## src/rtl/dac_driver_sync.sv

```systemverilog
// Clocked driver stage for the segmented current-steering DAC: registered binary and
// thermometer switch drive with complementary rails, optional DWA rotation and power-up FSM.
module dac_driver_sync #(
  parameter int unsigned NBIN     = 7,
  parameter int unsigned NTHERM   = 17,
  parameter int unsigned WAKE_CYC = 8,
  parameter int unsigned PW       = $clog2(NTHERM)
) (
  input  logic              clk,
  input  logic              rst,
  input  logic              pdb,
  input  logic              dem_en,
  input  logic [NBIN-1:0]   datain,
  input  logic [NTHERM-1:0] datatherm,
  output logic [NBIN-1:0]   databinout,
  output logic [NBIN-1:0]   databinoutb,
  output logic [NTHERM-1:0] datathermout,
  output logic [NTHERM-1:0] datathermoutb,
  output logic              ready,
  output logic [PW-1:0]     dem_ptr
);

  localparam int unsigned LW        = $clog2(NTHERM + 1);
  localparam int unsigned CW        = (WAKE_CYC > 1) ? $clog2(WAKE_CYC) : 1;
  localparam int unsigned WAKE_LAST = (WAKE_CYC > 0) ? WAKE_CYC - 1 : 0;

  typedef enum logic [1:0] {
    OFF  = 2'd0,
    WAKE = 2'd1,
    RUN  = 2'd2
  } state_t;

  state_t          state;
  state_t          state_next;
  logic [CW-1:0]   wake_cnt;
  logic [CW-1:0]   wake_cnt_next;

  logic [LW-1:0]   level_c;
  logic            s1_valid;
  logic [NBIN-1:0] s1_bin;
  logic [LW-1:0]   s1_level;
  logic            s1_dem;

  logic [NTHERM-1:0] therm_c;
  logic [PW-1:0]     ptr_next_c;
  logic [31:0]       ptr32;
  logic [31:0]       lvl32;
  logic [31:0]       off32;
  logic [31:0]       sum32;

  // State register
  always_ff @(posedge clk or posedge rst) begin
    if (rst) begin
      state    <= OFF;
      wake_cnt <= '0;
    end else begin
      state    <= state_next;
      wake_cnt <= wake_cnt_next;
    end
  end

  // Next-state logic; pdb low overrides every state
  always_comb begin
    state_next    = state;
    wake_cnt_next = wake_cnt;
    if (!pdb) begin
      state_next    = OFF;
      wake_cnt_next = '0;
    end else begin
      case (state)
        OFF: begin
          state_next    = (WAKE_CYC == 0) ? RUN : WAKE;
          wake_cnt_next = '0;
        end
        WAKE: begin
          if (wake_cnt == CW'(WAKE_LAST)) begin
            state_next    = RUN;
            wake_cnt_next = '0;
          end else begin
            wake_cnt_next = wake_cnt + CW'(1);
          end
        end
        RUN:     state_next = RUN;
        default: state_next = OFF;
      endcase
    end
  end

  // Popcount of the thermometer input; only the level matters downstream
  always_comb begin
    level_c = '0;
    for (int unsigned i = 0; i < NTHERM; i++) begin
      level_c = level_c + LW'(datatherm[i]);
    end
  end

  // Stage 1: capture only on edges that stay in RUN, otherwise flush
  always_ff @(posedge clk or posedge rst) begin
    if (rst) begin
      s1_valid <= 1'b0;
      s1_bin   <= '0;
      s1_level <= '0;
      s1_dem   <= 1'b0;
    end else if (state == RUN && state_next == RUN) begin
      s1_valid <= 1'b1;
      s1_bin   <= datain;
      s1_level <= level_c;
      s1_dem   <= dem_en;
    end else begin
      s1_valid <= 1'b0;
      s1_bin   <= '0;
      s1_level <= '0;
      s1_dem   <= 1'b0;
    end
  end

  // Stage 2 decode: direct thermometer or rotated window starting at dem_ptr
  always_comb begin
    ptr32   = 32'(dem_ptr);
    lvl32   = 32'(s1_level);
    off32   = '0;
    therm_c = '0;
    for (int unsigned i = 0; i < NTHERM; i++) begin
      off32 = (i >= ptr32) ? (i - ptr32) : (i + NTHERM - ptr32);
      therm_c[i] = s1_dem ? (off32 < lvl32) : (i < lvl32);
    end
  end

  // Pointer advance: level never exceeds NTHERM, so one subtraction wraps it
  always_comb begin
    sum32 = 32'(dem_ptr) + 32'(s1_level);
    if (sum32 >= NTHERM) begin
      sum32 = sum32 - NTHERM;
    end
    ptr_next_c = PW'(sum32);
  end

  // Output registers follow the state being entered on this edge
  always_ff @(posedge clk or posedge rst) begin
    if (rst) begin
      databinout    <= '0;
      databinoutb   <= '0;
      datathermout  <= '0;
      datathermoutb <= '0;
      ready         <= 1'b0;
      dem_ptr       <= '0;
    end else if (state_next == OFF) begin
      databinout    <= '0;
      databinoutb   <= '0;
      datathermout  <= '0;
      datathermoutb <= '0;
      ready         <= 1'b0;
      dem_ptr       <= '0;
    end else if (state_next == RUN && s1_valid) begin
      databinout    <= s1_bin;
      databinoutb   <= ~s1_bin;
      datathermout  <= therm_c;
      datathermoutb <= ~therm_c;
      ready         <= 1'b1;
      if (s1_dem) begin
        dem_ptr <= ptr_next_c;
      end
    end else begin
      // Complementary zero code while waking or while the pipeline refills
      databinout    <= '0;
      databinoutb   <= '1;
      datathermout  <= '0;
      datathermoutb <= '1;
      ready         <= (state_next == RUN);
    end
  end

endmodule

```

## config.mk

```make
export PLATFORM = sky130hd
export DESIGN_NAME = dac_driver_sync
export DESIGN_NICKNAME = d
export VERILOG_FILES = /design/src/rtl/dac_driver_sync.sv
export SDC_FILE = /design/constraint.sdc
export NUM_CORES = 1
export LEC_CHECK = 0
export ABC_AREA = 1
export CAP_MARGIN = 20
export CORE_ASPECT_RATIO = 0.6
export CORE_MARGIN = 3
export CORE_UTILIZATION = 25
export CTS_BUF_LIST = sky130_fd_sc_hd__clkbuf_2
export DETAILED_ROUTE_END_ITERATION = 10
export MAX_ROUTING_LAYER = met4
export PLACE_DENSITY = 0.54
export SYNTH_ARGS = -nofsm -noshare
export SYNTH_HDL_FRONTEND = slang
export SYNTH_SLANG_ARGS = --single-unit
```

## constraint.sdc

```tcl
create_clock -name clk -period 2.6 [get_ports clk]
set_input_delay 0.26 -clock clk [delete_from_list [all_inputs] [get_ports clk]]
set_output_delay 0.26 -clock clk [all_outputs]
set_load 0.02 [all_outputs]
```

After elaboration in Yosys (flattened, before gate mapping). Index checks and enable logic that the tools add are counted.

Output and inout bits: 54. Register bits after elaboration: 73. Bits of input ports: 28. Word-level logic and storage cells: 189.

Bitwise gates (word level): 2. Order comparisons: 52. Muxes and demuxes: 58. Equal/unequal tests: 5. Reductions and logical operators: 7. Add/sub/neg operators: 53.

Operator list (count): $lt 32x5->1 (17); $mux 32 (17); $sub 5x5->6 const A (16); $mux 17 (4); $add 5x1->5 (12); $sub 4x5->6 const A (8); $ge 4x5->1 const A (8); $lt 4x5->1 const A (8); $mux 7 (5); $mux 5 (5); $sub 3x5->6 const A (4); $mux 1 (21); $ge 3x5->1 const A (4); $lt 3x5->1 const A (4); $not 17->17 (1); $sub 6x5->7 const A (2); $sub 1x5->6 const A (2); $sub 2x5->6 const A (2); $ge 1x5->1 const A (2); $ge 2x5->1 const A (2); $lt 1x5->1 const A (2); $lt 2x5->1 const A (2); $not 7->7 (1); $add 5x5->6 (1); other kinds (21) (27).

Logic depth before layout (Yosys ltp).
Depth after elaboration: 17. Depth in mapped cells: 21. Depth with buffers taken out: 18.

Worst setup path after synthesis. No wires, ideal clock.

Path kind: input to register. Start: input datatherm[0]. End: register s1_level[1]. Arrival time: 3166 ps. Stages on the path: 10. Buffers on the path: 0. Setup time: 131 ps. Path slack: -697 ps. Required time: 2469 ps. Path through: inv_1 > fa_1 > fa_1 > fa_1 > fa_1 > fa_1 > inv_1 > fa_1 > inv_1 > nor2_1.

Cells in the longest elaborated chain, start to end: 17.

RTL lines: from (decl) (line 14) `input logic [NTHERM-1:0] datatherm,`; $add 1x1->2 (line 93) `level_c = level_c + LW'(datatherm[i]);`; $add 2x1->3 (line 93); $add 3x1->4 (line 93); $add 4x1->5 (line 93); $add 5x1->5 (12 in a row) (line 93); $mux 5 (line 104) `end else if (state == RUN && state_next == RUN) begin`; to (signal assigned) (line 107) `s1_level <= level_c;`; to (decl) (line 41) `logic [LW-1:0] s1_level;`.

Every way passes these cells. A chain may end at the register's enable or synchronous reset.

Worst setup path in the final report.
Start: input datatherm[13]. End: register s1_level[1].

Cells in the longest elaborated chain, start to end: 5.

RTL lines (line): $add 5x1->5 (4 in a row) (93); $mux 5 (104).

Every way passes these cells.

==> parameters.txt <==
Parameter                              Value

Die
  Die X ... 223.1 um
  Die height ... between 100 and 150 um
  # rows ... 46
  Die ar. ... 30,390 um^2
  Count of pins on the block boundary ... roughly 80
  Core Footprint ... roughly 27,000 um^2
  Initial Util ... 26.07%

Synthesis
  Most common library cells after synthesis ... sky130_fd_sc_hd__nand2_1, sky130_fd_sc_hd__inv_1, sky130_fd_sc_hd__ha_1, sky130_fd_sc_hd__o21ai_0
  Leading cell types by total area after synthesis ... sky130_fd_sc_hd__dfrtp_1, sky130_fd_sc_hd__ha_1, sky130_fd_sc_hd__nand2_1
  Main combinational cell family by area after synthesis ... simple AND/OR/NAND/NOR gates
  Share of async-settable or async-resettable flops after synthesis ... 100.0%
  Ys flop type ... sky130_fd_sc_hd__dfrtp_1
  Sequential area share after synthesis ... roughly a quarter
  Number of synthesized flops with an enable pin ... 0
  Area fraction in compound gates after synthesis ... ~16%
  Count of unique library cells instantiated by Yosys ... 53
  Area share of fa/ha/maj cells after synthesis ... about 23%
  Library cell occupying the most area in the post-synthesis netlist ... sky130_fd_sc_hd__dfrtp_1
  Post-synthesis share of cell area spent on xor and xnor gates ... ~2.2%
  Synthesized area ... roughly 7100 um^2
  Mean area per synthesized cell ... around 7.3 um^2
  Post-synthesis instance total ... roughly 960
  Count of synthesis-stage warnings from yosys ... 0
  Area fraction of the dominant cell type after synthesis ... about a quarter
  Simple-gate share of the synthesized area ... 23.07%
  Synthesized netlist net count ... ~1,100
  Fraction of synthesized area in multiplexers ... 0.5843%
  Most common cell in the netlist ... sky130_fd_sc_hd__nand2_1
  Flip-flop and latch count after synthesis ... 73

CTS
  CTS Root Buffer Type ... sky130_fd_sc_hd__clkbuf_2
  Max H-tree Level ... 3
  Clk sink count ... 73
  Clock tree from TritonCTS ... done
  Worst-skew pair later-pin latency ... 0.58 ns
  Number of buffers created by CTS ... 9
  Register clock-pin slew on the reported worst setup and hold paths ... ~0.23 ns
  Deepest clock path buffer count ... 2

Route
  DRC violations left ... 0
  Number of detailed-route iterations in the first pass ... 5
  Remaining antenna violation count after routing ... 0
  Routed length per instance ... 16.58 um
  Initial drt markers ... 629
  Via-to-Cell Ratio ... around 4.7
  Final wirelength ... 26.10 mm
  Vias after detailed routing ... 7,470

STA
  Top achievable clock speed ... between 300 and 400 MHz
  Setup repair after global routing missed its margin ... true
  Period Utilization, post-route ... 106.6%
  PnR worst setup slack ... -0.1710 ns
  Post-route clock skew ... between 0.02 and 0.03 ns
  Final critical delay including setup and external delays ... roughly 2.8 ns
  Final setup viols ... 6
  Count of pins over their slew limit ... 0
  Final hold slack ... approximately 0.16 ns
  Relative slew slack ... ~41%
  Actual slew at the worst max-slew pin ... about 0.89 ns
  Final-report hold violation count ... 0

Global routing
  GR Overflow Total ... 0
  Pin count of the biggest net entering global routing ... 74
  Number of antenna violations at the first check in global routing ... 2
  Vias in the first global route ... 6,883
  GRT Overall Usage ... ~17%
  First-pass GRT wire length ... about 40 mm

Pwr
  Power per unit of standard cell area ... ~210 nW/um^2
  Switching fraction of total power ... between 30% and 40%
  Cell internal pwr ... 1.542 mW
  Share of total power in the clock network ... between 20% and 30%
  Proportion of power drawn by combinational gates ... a little under a quarter
  Net switching component of the power ... 0.7527 mW
  Sequential cell fraction of total power ... between 50% and 60%
  Worst IR drop on VDD ... roughly 0.26 mV
  Leak pwr ... ~5.1 nW

Flow run
  Max-Cap Viols ... 0

Worst setup path
  Worst Setup End Kind ... flip-flop
  Arrival time reported for the critical path endpoint ... approximately 3.3 ns
  Slowest cell on the critical path ... sky130_fd_sc_hd__fa_1
  Critical Path Fanout Max ... 2
  Top delay family on crit path ... adder cells
  Required time worst endpoint ... 3.08 ns
  Number of buffer and inverter stages on the critical path ... 4
  Worst setup slack for register-to-register paths ... -0.01 ns
  Cell-by-cell listing of the critical path ... buf_6 -> inv_2 -> fa_1 -> fa_1 -> fa_1 -> fa_1 -> fa_2 -> inv_2 -> fa_2 -> inv_2 -> nor2_2
  Setup CP Type ... in -> reg
  Crit path launch type ... primary input
  Largest stage delay on the critical path ... around 0.55 ns
  Most used cell along the critical path ... sky130_fd_sc_hd__fa_1

Finish
  Proportion of layout cells with a drive suffix above 1 ... about a third
  Area growth, synth to finish ... 51.65%
  Count of nets after finishing ... 1,356
  Sequential Area ... 1833 um^2
  Filler Cells Inserted ... ~2,800
  Area of the multi-input gates ... 5455 um^2

Status
  Result of the run ... finished with violations
  Violations in the final reports ... negative setup slack

Placement
  Dpl hpwl ... 20.23 mm
  Port Buf Inserts ... 81
  Worst-case setup slack after placement ... -1.291 ns
  Routability congestion estimate from global placement ... roughly 0.99

Min path
  Type of the tightest min-delay check ... in -> reg
sequential cells by signal (all words and copies together), names as in the netlist:
signal	cells
databinout	7
datathermoutb	17
s1_valid	1
databinoutb	7
s1_level	5
dem_ptr	5
ready	1
s1_dem	1
wake_cnt	3
state	2
datathermout	17
s1_bin	7
tightest hold or removal path, cell delays in order:
cell                              delay, ns
sky130_fd_sc_hd__clkdlybuf4s50_1       0.40
sky130_fd_sc_hd__inv_1                 0.05
sky130_fd_sc_hd__nor2_1                0.04
path summary, 6_finish.rpt:
check	depth (start not counted)	start	end
setup / recovery	11	datatherm[13]	s1_level[1]$_DFF_PP0_
hold / removal	3	datain[5]	s1_bin[5]$_DFF_PP0_
setup reg to reg	20	dem_ptr[2]$_DFFE_PP0P_	datathermout[9]$_DFF_PP0_
hold reg to reg	2	s1_bin[1]$_DFF_PP0_	databinout[1]$_DFF_PP0_
max in group asynchronous	4	rst	databinout[1]$_DFF_PP0_
min in group asynchronous	4	rst	datathermout[3]$_DFF_PP0_
stage by stage:
stage	power [mW]	TNS [ns]	cell area (um^2)	cells	utilization (%)
after floorplan	1.489	-2.284	7144	964	-
after global placement	1.649	-7.601	9405	1522	34.69
after detailed placement	1.658	-8.624	9405	1522	34.69
after CTS	2.324	-0.6258	9748	1548	35.96
after global routing	2.461	-1.937	10720	1574	39.53
final	2.294	-0.3971	10720	1574	39.53
routing by layer:
layer  vias to the layer above  part of all wire (%)  GRT usage (%)
li1                       3654                     -              -
met1                      3519                    51          27.12
met2                       278                    40          22.24
met3                        19                   8.9          3.517
met4                         0                  0.90          2.152
met5                         -                     0              -
power groups by stage:
stage / clock network (mW) / logic [mW] / registers (mW)
2_1_floorplan: 0 / 0.280 / 1.21
3_3_place_gp: 0 / 0.463 / 1.19
3_5_place_dp: 0 / 0.472 / 1.19
4_1_cts: 0.644 / 0.514 / 1.17
5_1_grt: 0.700 / 0.591 / 1.17
6_report: 0.610 / 0.519 / 1.17
area by class of cell:
| class | count | area share, % |
|---|---|---|
| clock buffers | 9 | 0.4203 |
| well taps | 360 | 4.203 |
| diodes | 2 | 0.04670 |
| clock inverters | 7 | 0.5604 |
| inverters | 133 | 5.009 |
| flip-flops and latches | 73 | 17.10 |
| multi-input cells | 733 | 50.90 |
| repair buffers | 257 | 21.75 |
logic make-up after synthesis:
| group | Yosys count |
|---|---|
| xor+xnor | 18 |
| buf+inv | 159 |
| compound gates | 196 |
| simple gates | 393 |
| fa+ha+maj | 121 |
| flops | 73 |
| mux | 4 |
cells in the final DEF (no fill, tap or decap), types with 29 or more instances in the layout:
master	netlist	layout
sky130_fd_sc_hd__nand2_1	251	210
sky130_fd_sc_hd__buf_4	6	141
sky130_fd_sc_hd__inv_1	123	93
sky130_fd_sc_hd__ha_1	109	86
sky130_fd_sc_hd__clkdlybuf4s50_1	0	72
sky130_fd_sc_hd__dfrtp_1	73	68
sky130_fd_sc_hd__nor2_1	73	65
sky130_fd_sc_hd__o21ai_0	86	47
sky130_fd_sc_hd__a21oi_1	65	41
sky130_fd_sc_hd__nand2_2	5	34
sky130_fd_sc_hd__nand3_1	36	33
sky130_fd_sc_hd__buf_6	3	29
timing repair:
action | CTS | global route
setup buffers | 9 | 24
pin swaps | 23 | 99
hold buffers | 1 | 0
gates resized for setup | 92 | 227
hold endpoints to repair | 47 | 0
setup endpoints to repair | 35 | 42
cloned | 0 | 1
No activity file was read; power rests on OpenSTA's default activity.
